<file path="config.mk">
export PLATFORM = sky130hd
export DESIGN_NAME = exception_ctrl_flat
export DESIGN_NICKNAME = d
export VERILOG_FILES = /design/src/rtl/exception_ctrl_if.sv /design/src/rtl/exception_ctrl.sv /design/src/flat_wrapper.sv
export SDC_FILE = /design/constraint.sdc
export NUM_CORES = 1
export LEC_CHECK = 0
export BUFFER_PORTS_ARGS = -buffer_cell sky130_fd_sc_hd__buf_2
export CORE_MARGIN = 4
export CORE_UTILIZATION = 46
export DETAILED_ROUTE_END_ITERATION = 10
export PLACE_DENSITY = 0.91
export SLEW_MARGIN = 20
export SYNTH_ARGS = -nofsm -noshare
export SYNTH_HDL_FRONTEND = slang
export SYNTH_SLANG_ARGS = --single-unit
</file>
<file path="constraint.sdc">
create_clock -name clk -period 2.8 [get_ports clk]
set_input_delay 0.56 -clock clk [delete_from_list [all_inputs] [get_ports clk]]
set_output_delay 0.56 -clock clk [all_outputs]
set_load 0.02 [all_outputs]
</file>
<file path="src/rtl/exception_ctrl_if.sv">
// Purpose : bundles the decoder-side event inputs and the exception controller's outputs.
// Latency : n/a (signal bundle only).
// Backpressure: none; ExtIRQ is a level held by its source until ExtIAck.
//
// Ports (slave = exception_ctrl view):
//   in : PC_in[63:0], NotAnInstr, ERet, ExtIRQ, EStatus_in[3:0]
//   out: EProc, ExcVector[63:0], ELR[63:0], ESR[3:0], ExtIAck, InHandler,
//        DoubleFault, ExcCount[7:0]
interface exception_ctrl_if;
  logic [63:0] PC_in;
  logic        NotAnInstr;
  logic        ERet;
  logic        ExtIRQ;
  logic [3:0]  EStatus_in;

  logic        EProc;
  logic [63:0] ExcVector;
  logic [63:0] ELR;
  logic [3:0]  ESR;
  logic        ExtIAck;
  logic        InHandler;
  logic        DoubleFault;
  logic [7:0]  ExcCount;

  // Decoder / core side: drives events, observes redirect and status.
  modport master (
    output PC_in, NotAnInstr, ERet, ExtIRQ, EStatus_in,
    input  EProc, ExcVector, ELR, ESR, ExtIAck, InHandler, DoubleFault, ExcCount
  );

  // Exception controller side.
  modport slave (
    input  PC_in, NotAnInstr, ERet, ExtIRQ, EStatus_in,
    output EProc, ExcVector, ELR, ESR, ExtIAck, InHandler, DoubleFault, ExcCount
  );
endinterface

</file>
<file path="src/rtl/exception_ctrl.sv">
// Purpose : takes undefined-opcode, illegal-ERET and external-IRQ events and redirects to the handler.
// Latency : event seen in RUN -> EProc/ExtIAck pulse in the next cycle (ENTER), then HANDLER.
// Backpressure: none; IRQ stays pending (unacked) while in ENTER/HANDLER until taken from RUN.
//
// Ports:
//   clk, reset   : single clock, synchronous active-high reset
//   bus (slave)  : event inputs from decode; EProc/ExtIAck/InHandler decoded from state,
//                  ELR/ESR/ExcCount/DoubleFault registered, ExcVector = VECTOR_ADDR
module exception_ctrl #(
  parameter logic [63:0] VECTOR_ADDR = 64'h0000_0000_0000_00D8
) (
  input  logic clk,
  input  logic reset,
  exception_ctrl_if.slave bus
);

  typedef enum logic [1:0] {RUN, ENTER, HANDLER} state_t;

  state_t      state, state_nxt;
  logic [63:0] elr, elr_nxt;
  logic [3:0]  esr, esr_nxt;
  logic [7:0]  cnt, cnt_nxt;
  logic        dfault, dfault_nxt;
  logic        irq_taken, irq_taken_nxt;   // remembers whether ENTER must also ack the IRQ

  logic        take;
  logic        take_irq;
  logic [3:0]  take_code;

  always_ff @(posedge clk) begin
    if (reset) begin
      state     <= RUN;
      elr       <= '0;
      esr       <= '0;
      cnt       <= '0;
      dfault    <= 1'b0;
      irq_taken <= 1'b0;
    end else begin
      state     <= state_nxt;
      elr       <= elr_nxt;
      esr       <= esr_nxt;
      cnt       <= cnt_nxt;
      dfault    <= dfault_nxt;
      irq_taken <= irq_taken_nxt;
    end
  end

  always_comb begin
    state_nxt     = state;
    elr_nxt       = elr;
    esr_nxt       = esr;
    cnt_nxt       = cnt;
    dfault_nxt    = dfault;
    irq_taken_nxt = irq_taken;
    take          = 1'b0;
    take_irq      = 1'b0;
    take_code     = 4'b0000;

    case (state)
      RUN: begin
        // Priority: undefined opcode, then ERET (illegal outside the handler), then IRQ.
        if (bus.NotAnInstr) begin
          take      = 1'b1;
          take_code = bus.EStatus_in;
        end else if (bus.ERet) begin
          take      = 1'b1;
          take_code = 4'b0100;
        end else if (bus.ExtIRQ) begin
          take      = 1'b1;
          take_irq  = 1'b1;
          take_code = 4'b0001;
        end
        if (take) begin
          state_nxt     = ENTER;
          elr_nxt       = bus.PC_in;
          esr_nxt       = take_code;
          irq_taken_nxt = take_irq;
          if (cnt != 8'hFF) cnt_nxt = cnt + 8'd1;
        end
      end
      ENTER: begin
        // Redirect cycle; events are not looked at.
        state_nxt = HANDLER;
      end
      HANDLER: begin
        // A fault inside the handler only flags; it never re-enters or returns.
        if (bus.NotAnInstr) dfault_nxt = 1'b1;
        else if (bus.ERet)  state_nxt  = RUN;
      end
      default: state_nxt = RUN;
    endcase
  end

  assign bus.EProc       = (state == ENTER);
  assign bus.ExtIAck     = (state == ENTER) && irq_taken;
  assign bus.InHandler   = (state != RUN);
  assign bus.ExcVector   = VECTOR_ADDR;
  assign bus.ELR         = elr;
  assign bus.ESR         = esr;
  assign bus.ExcCount    = cnt;
  assign bus.DoubleFault = dfault;

endmodule

</file>
<file path="src/flat_wrapper.sv">
// flat-port wrapper written by rule: the top's interface ports become plain ports
module exception_ctrl_flat 
#(
  parameter logic [63:0] VECTOR_ADDR = 64'h0000_0000_0000_00D8
)
  (clk, reset, bus_PC_in, bus_NotAnInstr, bus_ERet, bus_ExtIRQ, bus_EStatus_in, bus_EProc, bus_ExcVector, bus_ELR, bus_ESR, bus_ExtIAck, bus_InHandler, bus_DoubleFault, bus_ExcCount);
  exception_ctrl_if bus_i ();
  input  logic clk;
  input  logic reset;
  input wire logic [$bits(bus_i.PC_in)-1:0] bus_PC_in;
  input wire logic [$bits(bus_i.NotAnInstr)-1:0] bus_NotAnInstr;
  input wire logic [$bits(bus_i.ERet)-1:0] bus_ERet;
  input wire logic [$bits(bus_i.ExtIRQ)-1:0] bus_ExtIRQ;
  input wire logic [$bits(bus_i.EStatus_in)-1:0] bus_EStatus_in;
  output wire logic [$bits(bus_i.EProc)-1:0] bus_EProc;
  output wire logic [$bits(bus_i.ExcVector)-1:0] bus_ExcVector;
  output wire logic [$bits(bus_i.ELR)-1:0] bus_ELR;
  output wire logic [$bits(bus_i.ESR)-1:0] bus_ESR;
  output wire logic [$bits(bus_i.ExtIAck)-1:0] bus_ExtIAck;
  output wire logic [$bits(bus_i.InHandler)-1:0] bus_InHandler;
  output wire logic [$bits(bus_i.DoubleFault)-1:0] bus_DoubleFault;
  output wire logic [$bits(bus_i.ExcCount)-1:0] bus_ExcCount;
  assign bus_i.PC_in = bus_PC_in;
  assign bus_i.NotAnInstr = bus_NotAnInstr;
  assign bus_i.ERet = bus_ERet;
  assign bus_i.ExtIRQ = bus_ExtIRQ;
  assign bus_i.EStatus_in = bus_EStatus_in;
  assign bus_EProc = bus_i.EProc;
  assign bus_ExcVector = bus_i.ExcVector;
  assign bus_ELR = bus_i.ELR;
  assign bus_ESR = bus_i.ESR;
  assign bus_ExtIAck = bus_i.ExtIAck;
  assign bus_InHandler = bus_i.InHandler;
  assign bus_DoubleFault = bus_i.DoubleFault;
  assign bus_ExcCount = bus_i.ExcCount;
  exception_ctrl #(.VECTOR_ADDR(VECTOR_ADDR)) u_core (.clk(clk), .reset(reset), .bus(bus_i));
endmodule
</file>
Word level (Yosys, flattened, before mapping)

Cells that the tools add are included.

Add/sub/neg operators: 1
Equal/unequal tests: 6
Muxes and demuxes: 13
Reductions and logical operators: 7

Operator list:

| kind                | number |
|---|---|
| $add 8x1->8 const B | 1 |
| $mux 4              | 2 |
| $ne 8x8->1 const B  | 1 |
| $mux 1              | 7 |
| $mux 2              | 3 |
| $ne 2x2->1 const B  | 3 |
| $pmux 2 s3          | 1 |
| $reduce_and 3->1    | 2 |
| $reduce_and 2->1    | 2 |
| $eq 2x1->1 const B  | 1 |
| $eq 2x2->1 const B  | 1 |
| $logic_not 2->1     | 1 |
| $reduce_bool 2->1   | 1 |
| $logic_and 1x1->1   | 1 |

Register bits: 80
Input port bits: 73
Output and inout bits: 144
Logic and storage cells: 33

Longest topological paths before layout

Depth in word-level cells: 6
Depth in mapped cells: 8
Mapped depth without buffers: 5

Worst setup path before layout

OpenSTA, ideal clock, no wires.

Kind: in2reg
From: input port bus_NotAnInstr
To: register u_core.elr[27] (netlist: u_core.bus.ELR[27])
Library setup time: 132 ps
Arrival: 1671 ps
Required time: 2668 ps
Path slack: 997 ps
Stages: 8
Path buffers: 4
Cells stage by stage: buf_6 or3_4 and2_4 buf_6 buf_6 buf_6 nand2_1 a21oi_1

Longest elaborated chain between the ends: 3

Ends and longest elaborated chain:

| what                       | line                 | RTL |
|---|---|---|
| start, declared            | flat_wrapper.sv:11   | `input wire logic [$bits(bus_i.NotAnInstr)-1:0] bus_NotAnInstr;` |
| $mux 1                     | exception_ctrl.sv:62 | `if (bus.NotAnInstr) begin` |
| $mux 1                     | exception_ctrl.sv:59 | `case (state)` |
| $reduce_and 2->1 (no line) | -                    |  |
| end signal, assigned       | exception_ctrl.sv:40 | `elr <= elr_nxt;` |
| end, declared              | exception_ctrl.sv:20 | `logic [63:0] elr, elr_nxt;` |

No other way between the ends. The select of a mux whose other input is x is not followed.
A chain may end at the register's enable or synchronous reset.

Worst setup path after layout

From: register u_core.state[0]
To: output port bus_ExtIAck

Longest elaborated chain between the ends: 2

Ends and longest elaborated chain:

| what                   | line                 | RTL |
|---|---|---|
| start, declared        | exception_ctrl.sv:19 | `state_t state, state_nxt;` |
| start signal, assigned | exception_ctrl.sv:39 | `state <= state_nxt;` |
| $eq 2x1->1             | exception_ctrl.sv:95 | `assign bus.ExtIAck = (state == ENTER) && irq_taken;` |
| $logic_and 1x1->1      | exception_ctrl.sv:95 |  |
| end, declared          | flat_wrapper.sv:19   | `output wire logic [$bits(bus_i.ExtIAck)-1:0] bus_ExtIAck;` |

No other way between the ends.

==> results.json <==
{
  "status": "completed",
  "finalSetupTns_ps": 0,
  "rsz0062_at_grt": "no",
  "cp_num_buf_inv": 1,
  "ant_nets": 0,
  "grt_overflow": 0,
  "die_h_um": 94.4,
  "gp_congestion": 0.813,
  "dieArea_sq_mm": 0.00891,
  "postCtsSetupRepairBufs": 0,
  "portBuffers": 152,
  "antenna_found_initial": 0,
  "grt_pass1_vias": 2720,
  "fin_crit_ps": 1830,
  "cpPeakStageDelay_ps": 350,
  "max_slew.worst_pin.slew_ps": 684,
  "arrival_ps": 1270,
  "fin_ws_ps": 975,
  "wirelength_um": 8220,
  "hold_viol_final": 0,
  "dr.pass1.iters": 4,
  "cts-buffers-inserted": 9,
  "max_freq_mhz": 548,
  "dp.cells": 658,
  "synth_cells": 431,
  "die_w_um": 94.4,
  "cts.sinks": 80,
  "drt_iter0_markers": 64,
  "end_kind": "output port",
  "fin_crit_sh_pct": 65.2,
  "num_vias": 3064,
  "ys_types": 33,
  "crit_required_ps": 2240,
  "synth_area_leaders": "dfxtp_1, nand2_1, buf_4, a21oi_1, buf_6",
  "cts_tree": "built",
  "remaining_drc_errors": 0,
  "rows": 31,
  "drv_slew": 0,
  "grt_first_pass_wirelength_um": 11800,
  "cts_hold_buf": 0,
  "synth_top_area_cell": "dfxtp_1",
  "synth_seq_cells": 80,
  "cp_cell_sequence": "nor2b_1 -> and2_1 -> buf_2",
  "final_cell_mix": "buf_2, nand2_1, dfxtp_1",
  "hold_class": "input port to flip-flop",
  "netlist_area_sq_mm": 0.00343,
  "ctsResizeCount": 0,
  "ys_seq_area_share_pct": 46.6,
  "vias_per_cell": 4.55,
  "synthToLayoutAreaGrowth_pct": 20.9,
  "synth-edff-count": 0,
  "grtUsageTotal_pct": 16.6,
  "clkSlewWorstSetupHoldPaths_ps": 90,
  "clk_path_buf_depth": 2,
  "timing_worst_setup_path_type": "flip-flop to output port",
  "pwr_density_cell_mw_per_mm2": 661,
  "placed_cell_area_sq_mm": 0.00398,
  "synth_top_area_share_pct": 46.6,
  "dp.final_hpwl_um": 6250,
  "cap_violations": 0,
  "dpl_worst_slack_ps": 634,
  "p_leak_nw": 2.09,
  "ctsRootBufferMaster": "clkbuf_8",
  "utilization_pct": 57.3,
  "cp-start-kind": "flip-flop",
  "htree_levels": 3,
  "nets": 644,
  "diodes": 0,
  "power_mw": 2.75,
  "setup_violations": 0,
  "fp.coreArea_sq_mm": 0.00725,
  "timing.hold.ws_ps": 442,
  "slowest_stage": "dfxtp_1",
  "design_area_sq_mm": 0.00415,
  "start_util_pct": 47.4,
  "grt_max_degree": 69,
  "async_flop_share_pct": 0,
  "yosys_warnings": 0,
  "clkLatencyLatePin_ps": 350,
  "num_io_pins": 217,
  "max-vdd-ir-drop_v": 0.000291,
  "routedWlPerCell_um": 12.2,
  "worstPathMaxFanout": 3,
  "finClkSkew_ps": 13.7,
  "drive_above_1_share_pct": 31.1,
  "layout.cells.non_filler": 674,
  "final_common_cell": "buf_2",
  "syn_avg_cell_area_sq_um": 7.97,
  "synth_flop_cell": "dfxtp_1",
  "nFillCells": 683,
  "slew_headroom_pct": 54.4,
  "cp_top_family": "simple AND/OR/NAND/NOR gates"
}
## power breakdown
group / switching [mW] / leakage, nW / internal (mW)
clock network: 0.426 / 0.0827 / 0.329
logic: 0.477 / 1.35 / 0.211
registers: 0.0580 / 0.659 / 1.25
## metal layers
layer	vias to the layer above	track usage (%)	routed length, um
li1	1535	-	-
met1	1392	18.6	3170
met2	127	30.0	4230
met3	10	4.14	719
met4	0	6.50	106
met5	-	0	0
## path summary, 6_finish.rpt
kind | from | endpoint | slack [ps] | depth (start not counted)
setup / recovery | u_core.state[0]$_SDFFE_PP0P_ | bus_ExtIAck | 970 | 3
hold reg to reg | u_core.bus.ELR[15]$_SDFFE_PP0P_ | u_core.bus.ELR[15]$_SDFFE_PP0P_ | 450 | 2
setup reg to reg | u_core.state[1]$_SDFFE_PP0P_ | u_core.bus.ExcCount[7]$_SDFFE_PP0P_ | 1030 | 5
hold / removal | bus_PC_in[35] | u_core.bus.ELR[35]$_SDFFE_PP0P_ | 440 | 3
## synth_stat cells (3+ instances only)
cell      number
nand2_1      134
dfxtp_1       80
a21oi_1       73
buf_4         66
clkbuf_1      13
nor2_1        10
buf_2          6
buf_6          5
nand3_1        5
nand4_1        5
o21ai_0        4
inv_1          3
or3_1          3
## flip-flops by register name, summed over array words and instances (netlist names)
name / cells
u_core.bus.DoubleFault: 1
u_core.bus.ELR: 64
u_core.bus.ESR: 4
u_core.bus.ExcCount: 8
u_core.irq_taken: 1
u_core.state: 2
## worst register-to-register path, delay by kind of cell (launching register included)
| family | cells | cell delay (ps) |
|---|---|---|
| and+or+nand+nor | 4 | 1140 |
| buffers and inverters | 1 | 170 |
| DFF | 1 | 330 |
## cell type report
type,count,area (sq um),share of cell area [%]
Tap cell,99,124,2.98
Clock buffer,9,124,2.98
Timing Repair Buffer,156,816,19.6
Clock inverter,7,53.8,1.30
Multi-Input combinational cell,320,1420,34.3
Sequential cell,80,1600,38.6
Inverter,3,11.3,0.271
## kinds of logic (layout without fill, tap and decap cells)
logic type / count (synthesis) / in the layout / synth area share [%]
AOI/OAI and AO/OA: 82 / 82 / 12.5
xor gates and xnor gates: 1 / 1 / 0.255
adders and majority gates: 1 / 1 / 0.364
buffers and inverters: 93 / 175 / 18.7
DFF: 80 / 80 / 46.6
muxes: 2 / 2 / 0.583
other: 2 / 64 / 0.219
and+or+nand+nor: 170 / 170 / 20.7
Power figures use the tool's default switching activity.
